==> src/rtl/shift_sequencer_if.sv <==
// Handshake and serial-chain signals between a parallel requester and shift_sequencer.
interface shift_sequencer_if #(
    parameter int WIDTH = 8
);
    logic [WIDTH-1:0] data_in;
    logic             valid_in;
    logic             ready_out;
    logic             so;
    logic             si;
    logic             shift_en;
    logic             busy;
    logic [WIDTH-1:0] data_out;
    logic             valid_out;

    modport master (
        output data_in, valid_in, si,
        input  ready_out, so, shift_en, busy, data_out, valid_out
    );

    modport slave (
        input  data_in, valid_in, si,
        output ready_out, so, shift_en, busy, data_out, valid_out
    );
endinterface

==> src/rtl/shift_sequencer.sv <==
// Full-duplex serial shift controller: shifts a word out MSB-first on so while
// capturing si into the same register, one bit every DIV clocks.
module shift_sequencer #(
    parameter int WIDTH = 8,
    parameter int DIV   = 1
) (
    input  logic            clk,
    input  logic            reset,
    shift_sequencer_if.slave bus
);
    localparam int BIT_W = $clog2(WIDTH + 1);
    localparam int DIV_W = (DIV > 1) ? $clog2(DIV) : 1;

    typedef enum logic {IDLE, SHIFT} state_t;

    state_t           state, state_next;
    logic [WIDTH-1:0] shreg, shreg_next;
    logic [WIDTH-1:0] data_out_q, data_out_next;
    logic [BIT_W-1:0] bitcnt, bitcnt_next;
    logic [DIV_W-1:0] divcnt, divcnt_next;
    logic             valid_out_q, valid_out_next;
    logic             shift_edge;
    logic             last_bit;

    assign shift_edge = (state == SHIFT) && (divcnt == DIV_W'(DIV - 1));
    assign last_bit   = (bitcnt == BIT_W'(WIDTH - 1));

    // Every output is a decode of registered state, never of an input.
    assign bus.ready_out = (state == IDLE);
    assign bus.busy      = (state == SHIFT);
    assign bus.so        = (state == SHIFT) & shreg[WIDTH-1];
    assign bus.shift_en  = shift_edge;
    assign bus.data_out  = data_out_q;
    assign bus.valid_out = valid_out_q;

    always_comb begin
        state_next     = state;
        shreg_next     = shreg;
        data_out_next  = data_out_q;
        bitcnt_next    = bitcnt;
        divcnt_next    = divcnt;
        valid_out_next = 1'b0;
        case (state)
            IDLE: begin
                if (bus.valid_in) begin
                    shreg_next  = bus.data_in;
                    bitcnt_next = '0;
                    divcnt_next = '0;
                    state_next  = SHIFT;
                end
            end
            SHIFT: begin
                divcnt_next = shift_edge ? '0 : divcnt + DIV_W'(1);
                if (shift_edge) begin
                    shreg_next = {shreg[WIDTH-2:0], bus.si};
                    if (last_bit) begin
                        data_out_next  = {shreg[WIDTH-2:0], bus.si};
                        valid_out_next = 1'b1;
                        bitcnt_next    = '0;
                        state_next     = IDLE;
                    end else begin
                        bitcnt_next = bitcnt + BIT_W'(1);
                    end
                end
            end
            default: state_next = IDLE;
        endcase
    end

    always_ff @(posedge clk) begin
        if (reset) begin
            state       <= IDLE;
            shreg       <= '0;
            data_out_q  <= '0;
            bitcnt      <= '0;
            divcnt      <= '0;
            valid_out_q <= 1'b0;
        end else begin
            state       <= state_next;
            shreg       <= shreg_next;
            data_out_q  <= data_out_next;
            bitcnt      <= bitcnt_next;
            divcnt      <= divcnt_next;
            valid_out_q <= valid_out_next;
        end
    end
endmodule

==> src/flat_wrapper.sv <==
// flat-port wrapper written by rule: the top's interface ports become plain ports
module shift_sequencer_flat 
#(
    parameter int WIDTH = 8,
    parameter int DIV   = 1
)
  (clk, reset, bus_data_in, bus_valid_in, bus_si, bus_ready_out, bus_so, bus_shift_en, bus_busy, bus_data_out, bus_valid_out);
  shift_sequencer_if #(.WIDTH(WIDTH)) bus_i ();
  input  logic clk;
  input  logic reset;
  input wire logic [$bits(bus_i.data_in)-1:0] bus_data_in;
  input wire logic [$bits(bus_i.valid_in)-1:0] bus_valid_in;
  input wire logic [$bits(bus_i.si)-1:0] bus_si;
  output wire logic [$bits(bus_i.ready_out)-1:0] bus_ready_out;
  output wire logic [$bits(bus_i.so)-1:0] bus_so;
  output wire logic [$bits(bus_i.shift_en)-1:0] bus_shift_en;
  output wire logic [$bits(bus_i.busy)-1:0] bus_busy;
  output wire logic [$bits(bus_i.data_out)-1:0] bus_data_out;
  output wire logic [$bits(bus_i.valid_out)-1:0] bus_valid_out;
  assign bus_i.data_in = bus_data_in;
  assign bus_i.valid_in = bus_valid_in;
  assign bus_i.si = bus_si;
  assign bus_ready_out = bus_i.ready_out;
  assign bus_so = bus_i.so;
  assign bus_shift_en = bus_i.shift_en;
  assign bus_busy = bus_i.busy;
  assign bus_data_out = bus_i.data_out;
  assign bus_valid_out = bus_i.valid_out;
  shift_sequencer #(.WIDTH(WIDTH), .DIV(DIV)) u_core (.clk(clk), .reset(reset), .bus(bus_i));
endmodule
==> config.mk <==
export PLATFORM = sky130hd
export DESIGN_NAME = shift_sequencer_flat
export DESIGN_NICKNAME = d
export VERILOG_FILES = /design/src/rtl/shift_sequencer_if.sv /design/src/rtl/shift_sequencer.sv /design/src/flat_wrapper.sv
export SDC_FILE = /design/constraint.sdc
export NUM_CORES = 1
export LEC_CHECK = 0
export BUFFER_PORTS_ARGS = -buffer_cell sky130_fd_sc_hd__buf_2
export CAP_MARGIN = 20
export CORE_MARGIN = 1.5
export CORE_UTILIZATION = 40
export CTS_CLUSTER_DIAMETER = 60
export DETAILED_ROUTE_END_ITERATION = 8
export GPL_ROUTABILITY_DRIVEN = 1
export SETUP_SLACK_MARGIN = 0.3
export SYNTH_ARGS = -nofsm -noshare
export SYNTH_HDL_FRONTEND = slang
export SYNTH_SLANG_ARGS = --single-unit
==> constraint.sdc <==
create_clock -name clk -period 1.9 [get_ports clk]
set_input_delay 0 -clock clk [delete_from_list [all_inputs] [get_ports clk]]
set_output_delay 0 -clock clk [all_outputs]
set_load 0.01 [all_outputs]
# Yosys cells after proc, flatten, opt, wreduce, memory -nomap -nowiden
# Cells that the tools add are included.
dict set report word_totals {
  reg_bits 23
  latchBits 0
  ramBits 0
  rom_bits 0
  input_bits 12
  out_inout_bits 13
  wordCells 34
  memories 0
}
dict set report op_classes {
  addsub 2
  multipliers 0
  div 0
  n_lt_le_gt_ge 0
  eq_ne 3
  n_shift 0
  muxes 15
  bitwise_logic 4
  reduce_logical 4
}
# cell count
set op_table {}
lappend op_table {{$mux 8} 2}
lappend op_table {{$pmux 8 s2} 1}
lappend op_table {{$mux 4} 3}
lappend op_table {{$pmux 4 s2} 1}
lappend op_table {{$mux 1} 6}
lappend op_table {{$add 4x1->4 const B} 1}
lappend op_table {{$eq 4x3->1 const B} 1}
lappend op_table {{$ne 2x2->1 const B} 2}
lappend op_table {{$pmux 1 s2} 2}
lappend op_table {{$not 1->1} 3}
lappend op_table {{$reduce_and 3->1} 1}
lappend op_table {{$reduce_or 3->1} 1}
lappend op_table {{$reduce_and 2->1} 1}
lappend op_table {{$add 1x1->1 const B} 1}
lappend op_table {{$and 1x1->1} 1}
lappend op_table {{$logic_and 1x1->1} 1}

# Logic depth before layout (Yosys ltp)
dict set report logic_depth {
  depth_word 4
  ltp_mapped 6
}

# Worst setup path before layout
# Ideal clock, no wire load.
dict set report synth_timing {
  path_kind {register to register}
  from {register u_core.bitcnt[0]}
  to {register u_core.data_out_q[0], in the netlist u_core.bus.data_out[0]}
  arrival_ps 1221
  setup_slack_ps 562
  stages_incl_launch_ff 6
  n_path_buf 1
  period_less_slack_ps 1338
  path_cell_list {dfxtp_1 > ha_1 > and3b_4 > and4bb_1 > buf_6 > a22o_1}
}
dict set report synth_via {
  elab_chain_cells 2
}
# element line_no
set synth_rtl {}
lappend synth_rtl {{start, declared} shift_sequencer.sv:19} ;# logic [BIT_W-1:0] bitcnt, bitcnt_next;
lappend synth_rtl {{start signal, assigned} shift_sequencer.sv:82} ;# bitcnt <= bitcnt_next;
lappend synth_rtl {{$eq 4x3->1} shift_sequencer.sv:26} ;# assign last_bit = (bitcnt == BIT_W'(WIDTH - 1));
lappend synth_rtl {{$reduce_and 3->1 (no source line)} --}
lappend synth_rtl {{end signal, assigned} shift_sequencer.sv:81} ;# data_out_q <= data_out_next;
lappend synth_rtl {{end, declared} shift_sequencer.sv:18} ;# logic [WIDTH-1:0] data_out_q, data_out_next;
# No other way between the ends.
# A chain may end at the register's enable or synchronous reset.

# Final worst setup path
# Same ends and word-level chain as after synthesis.

==> summary.txt <==
Outcome
  • Status: complete, no violations

Critical path
  • Slowest cell delay on critical path: 0.41 ns
  • Cell family with most CP delay: simple AND/OR/NAND/NOR gates
  • Buf+Inv Stages, Crit Path: 0
  • Crit-path cells: ha_1, and3b_4, and4bb_1, a22o_1
  • Critical Path AT: 1.80 ns
  • Crit path max-delay cell type: dfxtp_1
  • Crit Path Max Fanout: 9
  • Setup Crit Path Kind: flop to flop
  • R2R setup slack: 0.36 ns
  • Startpoint Class: flop
  • CP required: 2.16 ns
  • Crit path capture type: flop

Power and ir drop
  • Pint: 632 µW
  • Switching share of power: 0.261
  • Power Density: 752 nW/µm²
  • Leak: about 0.48 nW
  • Tot Pwr: between 800 and 900 µW
  • VDD IR max: 0.000540 V
  • Combinational power share: 0.127
  • Part of the power in registers: 0.610
  • Sw Pwr: 224 µW
  • Clock network power share: 0.263

GRT
  • Total track usage: 0.173
  • Largest net degree at the start of global routing: 16
  • Vias in the first global route: between 700 and 800
  • Initial antenna violation count: 0
  • Global route overflow: 0
  • Global-route wire length before repair: ~3400 µm

Timing
  • Setup violation total in the final timing report: 0
  • RSZ-0062 raised after global routing: false
  • Tmin final: 1.54 ns
  • Final Max Slew Viols: 0
  • FMAX: between 0.6 and 0.7 GHz
  • Rel. slew slack: 0.606
  • Final hold viol count: 0
  • Fin Setup TNS: 0 ns
  • Final Cycle Share: 0.809
  • Clock Skew: 0.00125 ns
  • Worst Max-Slew Pin Slew: 0.590 ns

Drt
  • Drt drc: 0
  • Drt initial violations: 10
  • Total wire length: just over 2000 µm
  • DR vias/cell: 5.33
  • Via count: 773
  • DR WL/cell: 13.9 µm
  • Drt pass-1 iters: 4
  • Antenna viol nets, final: 0

Yosys
  • Synth Area per Inst: 10.6 µm²
  • Yosys top cell area share: 0.478
  • Xor/xnor share of the synthesized area: 0
  • Number of synthesized flops with an enable pin: 0
  • #FFs+latches synth: 23
  • Async SR Flop Fraction: 0
  • Synth Area in Adders: 0.0130
  • Synth Area in Compound Gates: 0.214
  • Leading area contributor after synthesis: dfxtp_1
  • Most common cell in the netlist: dfxtp_1
  • Post-Syn Nets: 104
  • Top FF cell, synth: dfxtp_1
  • Simple-gate share of the synthesized area: 0.155
  • Largest family of logic cells by synthesized area: compound AO/OA/AOI/OAI gates
  • Top cells by count, synth: dfxtp_1, nor3_1, a211oi_1, a22o_1, mux2i_1
  • Synthesized instance count: 91
  • Register area share after synthesis: 0.478
  • Synthesized area: 963 µm²
  • Yosys warning count: 0
  • Post-synthesis mux area share: 0.0831
  • Synth area leaders: dfxtp_1, mux2i_1, a22o_1
  • Distinct cell type count of the synthesized netlist: 29

Die
  • Die W: around 52 µm
  • Die area: 2710 µm²
  • Die Y: 52.1 µm
  • Ports: 25
  • Core Area: 2230 µm²
  • Initial Utilization: 0.431
  • Num rows: 17

Placement
  • Placed insts: around 140
  • Final RePlAce weighted congestion: 0.728
  • IO buf count: 24
  • DP HPWL: 1420 µm
  • Post-placement cell area: 1090 µm²

Final layout
  • Share of cells above drive strength 1: 0.291
  • Final instance area: around 1100 µm²
  • Final core occ: 0.509
  • Final Net Count: 131
  • Final cell count without fillers: 145
  • Area Growth Syn to Fin: 18.1%
  • Antenna diode count: 0
  • Fillers: 230

Clocking
  • CTS tree: built
  • Clk Latency, worst-skew pair: 0.31 ns
  • Max clock buf depth: 2
  • Clock sink count: 23
  • Total CTS buffers: 3
  • Worst-path clk slew: about 0.12 ns
  • Post CTS Setup Buffer Count: 0
  • H-Tree Depth: 1
  • CTS root buffer: clkbuf_4

Worst hold path
  • HP Class: primary input to flop

Job
  • Max_cap viols: 0
## per-stage QoR
stage	hold slack [ns]	worst slack (ns)
finish	0.0306	0.363
global route	0.0224	0.300
CTS	0.0189	0.358
detailed placement	0.235	0.437
global placement	0.227	0.479
floorplan	0.0728	0.562
## power by group through the flow
stage,registers (mW),logic (mW),clock network [mW]
6_report,0.522,0.109,0.225
5_1_grt,0.526,0.122,0.263
4_1_cts,0.522,0.111,0.238
3_5_place_dp,0.533,0.108,0
3_3_place_gp,0.532,0.106,0
2_1_floorplan,0.527,0.0777,0
## area by class of cell
class	instances	area, µm²	area share
inverter	3	11.3	0.00990
timing repair buffer	28	155	0.136
multi-input combinational	59	448	0.394
tap	28	35.0	0.0308
sequential	23	460	0.405
clock inverter	1	5.00	0.00440
clock buffer	3	22.5	0.0198
## kinds of logic (layout without fill, tap and decap cells)
family | count (synthesis) | count (layout)
DFF | 23 | 23
and+or+nand+nor | 25 | 25
muxes | 8 | 8
AOI/OAI and AO/OA | 25 | 25
buffers and inverters | 9 | 35
adders and majority gates | 1 | 1
## per-layer routing
metal,up-vias,track usage,share of wire
li1,396,-,-
met1,361,0.212,0.48
met2,14,0.281,0.47
met3,2,0.0603,0.040
met4,0,0.0526,0.0084
met5,-,0,0
## layout by cell type, fill, tap and decap left out, drive strengths merged
cell,n
a2111o,1
a211oi,8
a21oi,3
a22o,8
a311o,1
a31oi,2
and2,1
and3b,1
and4bb,1
buf,26
clkbuf,3
clkinv,1
dfxtp,23
dlygate4sd3,2
ha,1
inv,3
mux2i,8
nand2,2
nand2b,3
nand3,5
nor2,1
nor2b,1
nor3,9
nor4b,1
o21a,1
o21ai,1
## repair_timing
| action | in CTS | in global routing |
|---|---|---|
| endpoints found under the hold margin | 3 | 0 |
| hold buffers | 2 | 0 |
| gates resized for setup | 0 | 0 |
## final timing paths
check                              start                endpoint  depth (start not counted)
setup / recovery        u_core.bitcnt[0]  u_core.bus.data_out[0]                          4
hold / removal            bus_data_in[7]         u_core.shreg[7]                          3
setup reg to reg        u_core.bitcnt[0]  u_core.bus.data_out[0]                          4
hold reg to reg   u_core.bus.data_out[3]  u_core.bus.data_out[3]                          1
## state kept, by name, indices dropped and copies added, names as in the netlist
register and cells:
u_core.bus.data_out 8, u_core.shreg 8, u_core.bitcnt 4, u_core.bus.busy 1
u_core.bus.valid_out 1, u_core.divcnt 1
## worst register-to-register path, stage by stage (launching register included)
cell and delay, ns:
dfxtp_1 0.41, ha_1 0.25, and3b_4 0.24, and4bb_1 0.41, a22o_1 0.19
No activity file was read; power rests on OpenSTA's default activity.
